$ cat src/rtl/fpu_host_if.sv
// Host-bus front end for the FPU core: bus-width configurable operand/op
// registers, a command queue of {OP, A, B} snapshots, a status register with
// sticky overflow, and the cmd_end/end_ack completion handshake.
module fpu_host_if #(
  parameter int BUS_W  = 8,
  parameter int QDEPTH = 4,
  parameter int OP_W   = 4,
  parameter int ADDR_W = 4
) (
  input  logic              clk,
  input  logic              arst,
  input  logic [BUS_W-1:0]  databus_in,
  output logic [BUS_W-1:0]  databus_out,
  input  logic [ADDR_W-1:0] addr,
  input  logic              cs,
  input  logic              rd,
  input  logic              wr,
  input  logic              end_ack,
  output logic              cmd_end,
  output logic              busy,
  output logic              core_start,
  output logic [OP_W-1:0]   core_op,
  output logic [31:0]       core_a,
  output logic [31:0]       core_b,
  input  logic              core_done,
  input  logic [31:0]       core_result
);

  localparam int WPO      = 32 / BUS_W;
  localparam int OP_AD    = 2 * WPO;
  localparam int START_AD = 2 * WPO + 1;
  localparam int RES_AD   = 2 * WPO + 1;
  localparam int STAT_AD  = 3 * WPO + 1;
  localparam int PTR_W    = (QDEPTH > 1) ? $clog2(QDEPTH) : 1;
  localparam int ENT_W    = OP_W + 64;

  typedef enum logic [1:0] {S_IDLE, S_ISSUE, S_WAIT, S_DONE} state_t;

  state_t            state_q, state_d;
  logic              wr_q;
  logic [31:0]       a_q, a_d;
  logic [31:0]       b_q, b_d;
  logic [OP_W-1:0]   op_q, op_d;
  logic              ovf_q, ovf_d;
  logic [31:0]       res_q;
  logic [ENT_W-1:0]  q_mem [QDEPTH];
  logic [PTR_W-1:0]  hd_q, tl_q;
  logic [3:0]        cnt_q, cnt_d;
  logic [OP_W-1:0]   core_op_q;
  logic [31:0]       core_a_q, core_b_q;

  logic [31:0]       addr_w;
  logic              wr_commit;
  logic              start_commit;
  logic              q_full;
  logic              push_ok;
  logic              pop;
  logic [7:0]        status;

  // Advance a queue pointer, wrapping at the configured depth.
  function automatic logic [PTR_W-1:0] ptr_inc(input logic [PTR_W-1:0] p);
    return (p == PTR_W'(QDEPTH - 1)) ? '0 : p + PTR_W'(1);
  endfunction

  assign addr_w       = 32'(addr);
  assign wr_commit    = !cs && !wr && wr_q;
  assign start_commit = wr_commit && (addr_w == 32'(START_AD));
  assign q_full       = (cnt_q == 4'(QDEPTH));
  assign push_ok      = start_commit && (!q_full || pop);
  assign busy         = (cnt_q != 4'd0) || (state_q != S_IDLE);
  assign status       = {cnt_q, ovf_q, q_full, cmd_end, busy};
  assign core_op      = core_op_q;
  assign core_a       = core_a_q;
  assign core_b       = core_b_q;

  // Next values of the host-writable operand, op and overflow registers.
  always_comb begin
    a_d   = a_q;
    b_d   = b_q;
    op_d  = op_q;
    ovf_d = ovf_q;
    for (int w = 0; w < WPO; w++) begin
      if (wr_commit && addr_w == 32'(w))       a_d[w*BUS_W +: BUS_W] = databus_in;
      if (wr_commit && addr_w == 32'(WPO + w)) b_d[w*BUS_W +: BUS_W] = databus_in;
    end
    if (wr_commit && addr_w == 32'(OP_AD))   op_d  = databus_in[OP_W-1:0];
    if (wr_commit && addr_w == 32'(STAT_AD)) ovf_d = 1'b0;
    if (start_commit && q_full && !pop)      ovf_d = 1'b1;
  end

  // Host register bank and write-strobe edge detector.
  always_ff @(posedge clk or posedge arst) begin
    if (arst) begin
      wr_q  <= 1'b0;
      a_q   <= '0;
      b_q   <= '0;
      op_q  <= '0;
      ovf_q <= 1'b0;
    end else begin
      wr_q  <= wr;
      a_q   <= a_d;
      b_q   <= b_d;
      op_q  <= op_d;
      ovf_q <= ovf_d;
    end
  end

  // Queue occupancy; a push and pop in the same cycle leave it unchanged.
  always_comb begin
    cnt_d = cnt_q;
    case ({push_ok, pop})
      2'b10:   cnt_d = cnt_q + 4'd1;
      2'b01:   cnt_d = cnt_q - 4'd1;
      default: cnt_d = cnt_q;
    endcase
  end

  // Command queue storage and pointers.
  always_ff @(posedge clk or posedge arst) begin
    if (arst) begin
      for (int i = 0; i < QDEPTH; i++) q_mem[i] <= '0;
      hd_q  <= '0;
      tl_q  <= '0;
      cnt_q <= '0;
    end else begin
      if (push_ok) begin
        q_mem[tl_q] <= {op_q, a_q, b_q};
        tl_q        <= ptr_inc(tl_q);
      end
      if (pop) hd_q <= ptr_inc(hd_q);
      cnt_q <= cnt_d;
    end
  end

  // Command sequencer state register.
  always_ff @(posedge clk or posedge arst) begin
    if (arst) state_q <= S_IDLE;
    else      state_q <= state_d;
  end

  // Sequencer next state, queue pop and handshake outputs.
  always_comb begin
    state_d    = state_q;
    pop        = 1'b0;
    core_start = 1'b0;
    cmd_end    = 1'b0;
    unique case (state_q)
      S_IDLE: begin
        if (cnt_q != 4'd0) begin
          pop     = 1'b1;
          state_d = S_ISSUE;
        end
      end
      S_ISSUE: begin
        core_start = 1'b1;
        state_d    = S_WAIT;
      end
      S_WAIT: begin
        if (core_done) state_d = S_DONE;
      end
      S_DONE: begin
        cmd_end = 1'b1;
        if (end_ack) state_d = S_IDLE;
      end
      default: state_d = S_IDLE;
    endcase
  end

  // Launched command operands are latched on pop; result latched on completion.
  always_ff @(posedge clk or posedge arst) begin
    if (arst) begin
      core_op_q <= '0;
      core_a_q  <= '0;
      core_b_q  <= '0;
      res_q     <= '0;
    end else begin
      if (pop) {core_op_q, core_a_q, core_b_q} <= q_mem[hd_q];
      if (state_q == S_WAIT && core_done) res_q <= core_result;
    end
  end

  // Combinational host read mux; unmapped addresses read zero.
  always_comb begin
    databus_out = '0;
    if (!cs && !rd) begin
      for (int w = 0; w < WPO; w++) begin
        if (addr_w == 32'(w))          databus_out = a_q[w*BUS_W +: BUS_W];
        if (addr_w == 32'(WPO + w))    databus_out = b_q[w*BUS_W +: BUS_W];
        if (addr_w == 32'(RES_AD + w)) databus_out = res_q[w*BUS_W +: BUS_W];
      end
      if (addr_w == 32'(OP_AD))   databus_out[OP_W-1:0] = op_q;
      if (addr_w == 32'(STAT_AD)) databus_out[7:0]      = status;
    end
  end

endmodule

$ cat config.mk
export PLATFORM = sky130hd
export DESIGN_NAME = fpu_host_if
export DESIGN_NICKNAME = d
export VERILOG_FILES = /design/src/rtl/fpu_host_if.sv
export SDC_FILE = /design/constraint.sdc
export NUM_CORES = 1
export LEC_CHECK = 0
export CORE_ASPECT_RATIO = 1.5
export CORE_MARGIN = 2
export CORE_UTILIZATION = 54
export DETAILED_ROUTE_END_ITERATION = 10
export HOLD_SLACK_MARGIN = 0.05
export PLACE_DENSITY = 0.77
export SLEW_MARGIN = 25
export SYNTH_ARGS = -nofsm -noshare
export SYNTH_HDL_FRONTEND = slang
export SYNTH_SLANG_ARGS = --single-unit
$ cat constraint.sdc
create_clock -name clk -period 16.2 [get_ports clk]
set_input_delay 4.05 -clock clk [delete_from_list [all_inputs] [get_ports clk]]
set_output_delay 4.05 -clock clk [all_outputs]
set_load 0.05 [all_outputs]
==> impl_metrics.yaml <==
global_route:
  grt_first_pass_wirelength_mm: 73.75
  grt_most_used_layer: "met2"
  grt_max_degree: 188
  met3_usage_pct: 2.950
  grt_pass1_vias: 12300
  met1_usage_pct: 32.93
  grt-ovfl-total: 0
  antenna_found_initial: 1
  grt.total_usage_pct: 24.53
  grt_use_met2_pct: 41.64
cts:
  insertion_delay_ns: 0.56
  clock-root-buffer: "clkbuf_16"
  cts_hold_buf: 0
  post_cts_buffers: 0
  htreeDepth: 2
  clockBufferDepth: 3
  cts.sinks: 452
  clk_transition_reported_paths_ns: 0.06
  cts_resized: 0
  cts_buffers: 43
  cts_tree: "built"
setup_path:
  cp-end-kind: "output pin"
  cp_data_required_time_ns: 12.15
  cp_max_fo: 23
  criticalPathCategory: "input pin to output pin"
  cp_common_cell: "clkdlybuf4s50_1"
  crit_chain: "clkdlybuf4s50_1 > nor2b_1 > a32oi_1 > a211oi_1 > o21ai_0 > a21oi_1 > clkdlybuf4s50_1"
  start_kind: "input pin"
  cp_slowest_cell: "clkdlybuf4s50_1"
  critPathArrivalTime_ns: 7.71
  rrSetupSlack_ns: 13.14
  critPathMaxStageDelay_ns: 1.07
power_and_ir_drop:
  p_sw_share_pct: 28.82
  netSwitchingPower_uw: 844.1
  vdd_drop_max_mv: 0.08297
  p_int_uw: 2085
  combPwrFrac_pct: 18.2
  p_leak_uw: 0.01130
  seq_power_share_pct: 46.8
  p_clk_share_pct: 35.0
  cellPowerDensity_nw_per_um2: 125.7
logic_synthesis:
  synth_edf_count: 0
  synthTopCellsByArea: "dfrtp_1, mux2_2, mux4_2"
  syn_area_um2: 20360
  synth_seq_cells: 452
  synth_flop_cell: "dfrtp_1"
  synth_nets: 1358
  synth_warnings: 0
  yosysUniqueCellTypes: 53
  yosysTopAreaCellShare_pct: 55.57
  async_reset_ff_share_pct: 100.0
  synth.largest_area_cell: "dfrtp_1"
  synth_cells: 1293
  synth.avg_cell_area_um2: 15.74
  yosysSeqAreaShare_pct: 55.57
timing:
  fin_worst_skew_ns: 0.01964
  hold_viol: 0
  worst_pin_slew_ns: 1.005
  fmax_mhz: 85.05
  rsz0062_at_grt: "no"
  relSlewSlack_pct: 32.85
  setup_viol: 0
  min_period_ns: 11.76
  drv_slew: 0
  fin_setup_tns_ns: 0
  period_share_pct: 72.58
drt:
  drt_iter0_drc: 705
  drtAntennaViolNets: 0
  wl_per_cell_um: 24.30
  dr.pass1.iters: 5
  wirelength_mm: 46.85
  post-route-drc-count: 0
  vias: 11496
  viasPerCell: 5.963
die:
  chipHeight_um: 241.8
  die-area_um2: 39300
  ios: 130
  fp.dieW_um: 162.5
  num_rows: 87
  fp.coreArea_um2: 37340
  start_util_pct: 54.52
placed_design:
  dp.cells: 1852
  dp_hpwl_mm: 31.47
  place_congestion: 0.9084
  numPortBuffers: 129
final_layout:
  drive_above_1_share_pct: 42.11
  final_nets: 1474
  final_common_cell: "dfrtp_1"
  area_growth_pct: 14.50
  final_cell_mix: "dfrtp_1, mux2_2, clkdlybuf4s50_1"
  n_antenna_cell: 0
  fin_cells: 1928
  fillers: 2729
run:
  drv_cap: 0
run_status:
  outcome: "completed"
worst_hold_path:
  hp-class: "flop to flop"
## synthesized netlist by cell type (12+ instances only)
master    number
clkbuf_1      18
mux2_2       359
dfrtp_1      452
buf_12        12
mux4_2        69
mux2_4        80
ha_1          13
buf_4         17
nand2_1       38
o21ai_0       31
inv_1         18
buf_2         17
a21oi_1       32
## area by class of cell
cell class                 count  area (um2)  area share, %
clock buffer                  66        1305          5.599
inverter                      19       75.07         0.3221
clock inverter                 9       130.1         0.5583
tap                          489       611.8          2.625
multi-input combinational    749        8427          36.16
timing repair buffer         144        1443          6.190
sequential                   452       11320          48.55
## flip-flops by register name, summed over array words and instances, names as in the netlist
register,count
state_q,2
tl_q,2
a_q,32
core_a,32
core_op,4
wr_q,1
res_q,32
op_q,4
q_mem,272
core_b,32
ovf_q,1
b_q,32
cnt_q,4
hd_q,2
## power groups by stage
stage	logic [uW]	clock network [uW]	registers, uW
6_report	532	1020	1370
3_3_place_gp	531	0	1390
4_1_cts	540	1040	1370
2_1_floorplan	419	0	1330
3_5_place_dp	539	0	1390
5_1_grt	576	1090	1390
## metal layers
layer / vias up / routed length [um] / share of wire (%)
met2: 249 / 24110 / 51
li1: 5007 / - / -
met1: 6152 / 19670 / 42
met3: 86 / 1578 / 3.4
met5: - / 9 / 0.019
met4: 2 / 1475 / 3.1
## per-stage QoR
stage	util, %	worst slack (ns)	area [um2]	power, uW	hold slack (ns)
after global placement	58.48	4.540	21830	1922	0.4809
after floorplan	-	5.941	20360	1746	0.4701
final	62.42	4.442	23310	2929	0.4990
after CTS	62.32	4.522	23270	2958	0.5020
after global routing	62.42	4.340	23310	3055	0.5095
after detailed placement	58.48	4.517	21830	1933	0.4887
## final timing paths
check | start | to | depth (start not counted)
setup / recovery | addr[0] | databus_out[3] | 7
hold / removal | q_mem[25]$_DFFE_PP0P_ | q_mem[25]$_DFFE_PP0P_ | 1
setup reg to reg | cnt_q[0]$_DFFE_PP0P_ | q_mem[200]$_DFFE_PP0P_ | 6
hold reg to reg | q_mem[25]$_DFFE_PP0P_ | q_mem[25]$_DFFE_PP0P_ | 1
max in group asynchronous | arst | core_a[29]$_DFFE_PP0P_ | 6
min in group asynchronous | arst | q_mem[204]$_DFFE_PP0P_ | 2
## critical path, delay by kind of cell
kind / cells / cell delay, ns
buffers and inverters: 2 / 1.93
and+or+nand+nor: 1 / 0.77
AOI/OAI and AO/OA: 4 / 0.96
## cells by family after synthesis
family,after synthesis,synth area share [%]
multiplexers,527,34.40
flip-flops,452,55.57
AO/OA/AOI/OAI,108,3.288
AND/OR/NAND/NOR,96,2.606
buffers and inverters,92,3.073
adder cells (fa/ha/maj),14,0.8974
XOR/XNOR,4,0.1721
(Power assumes the default switching activity.)
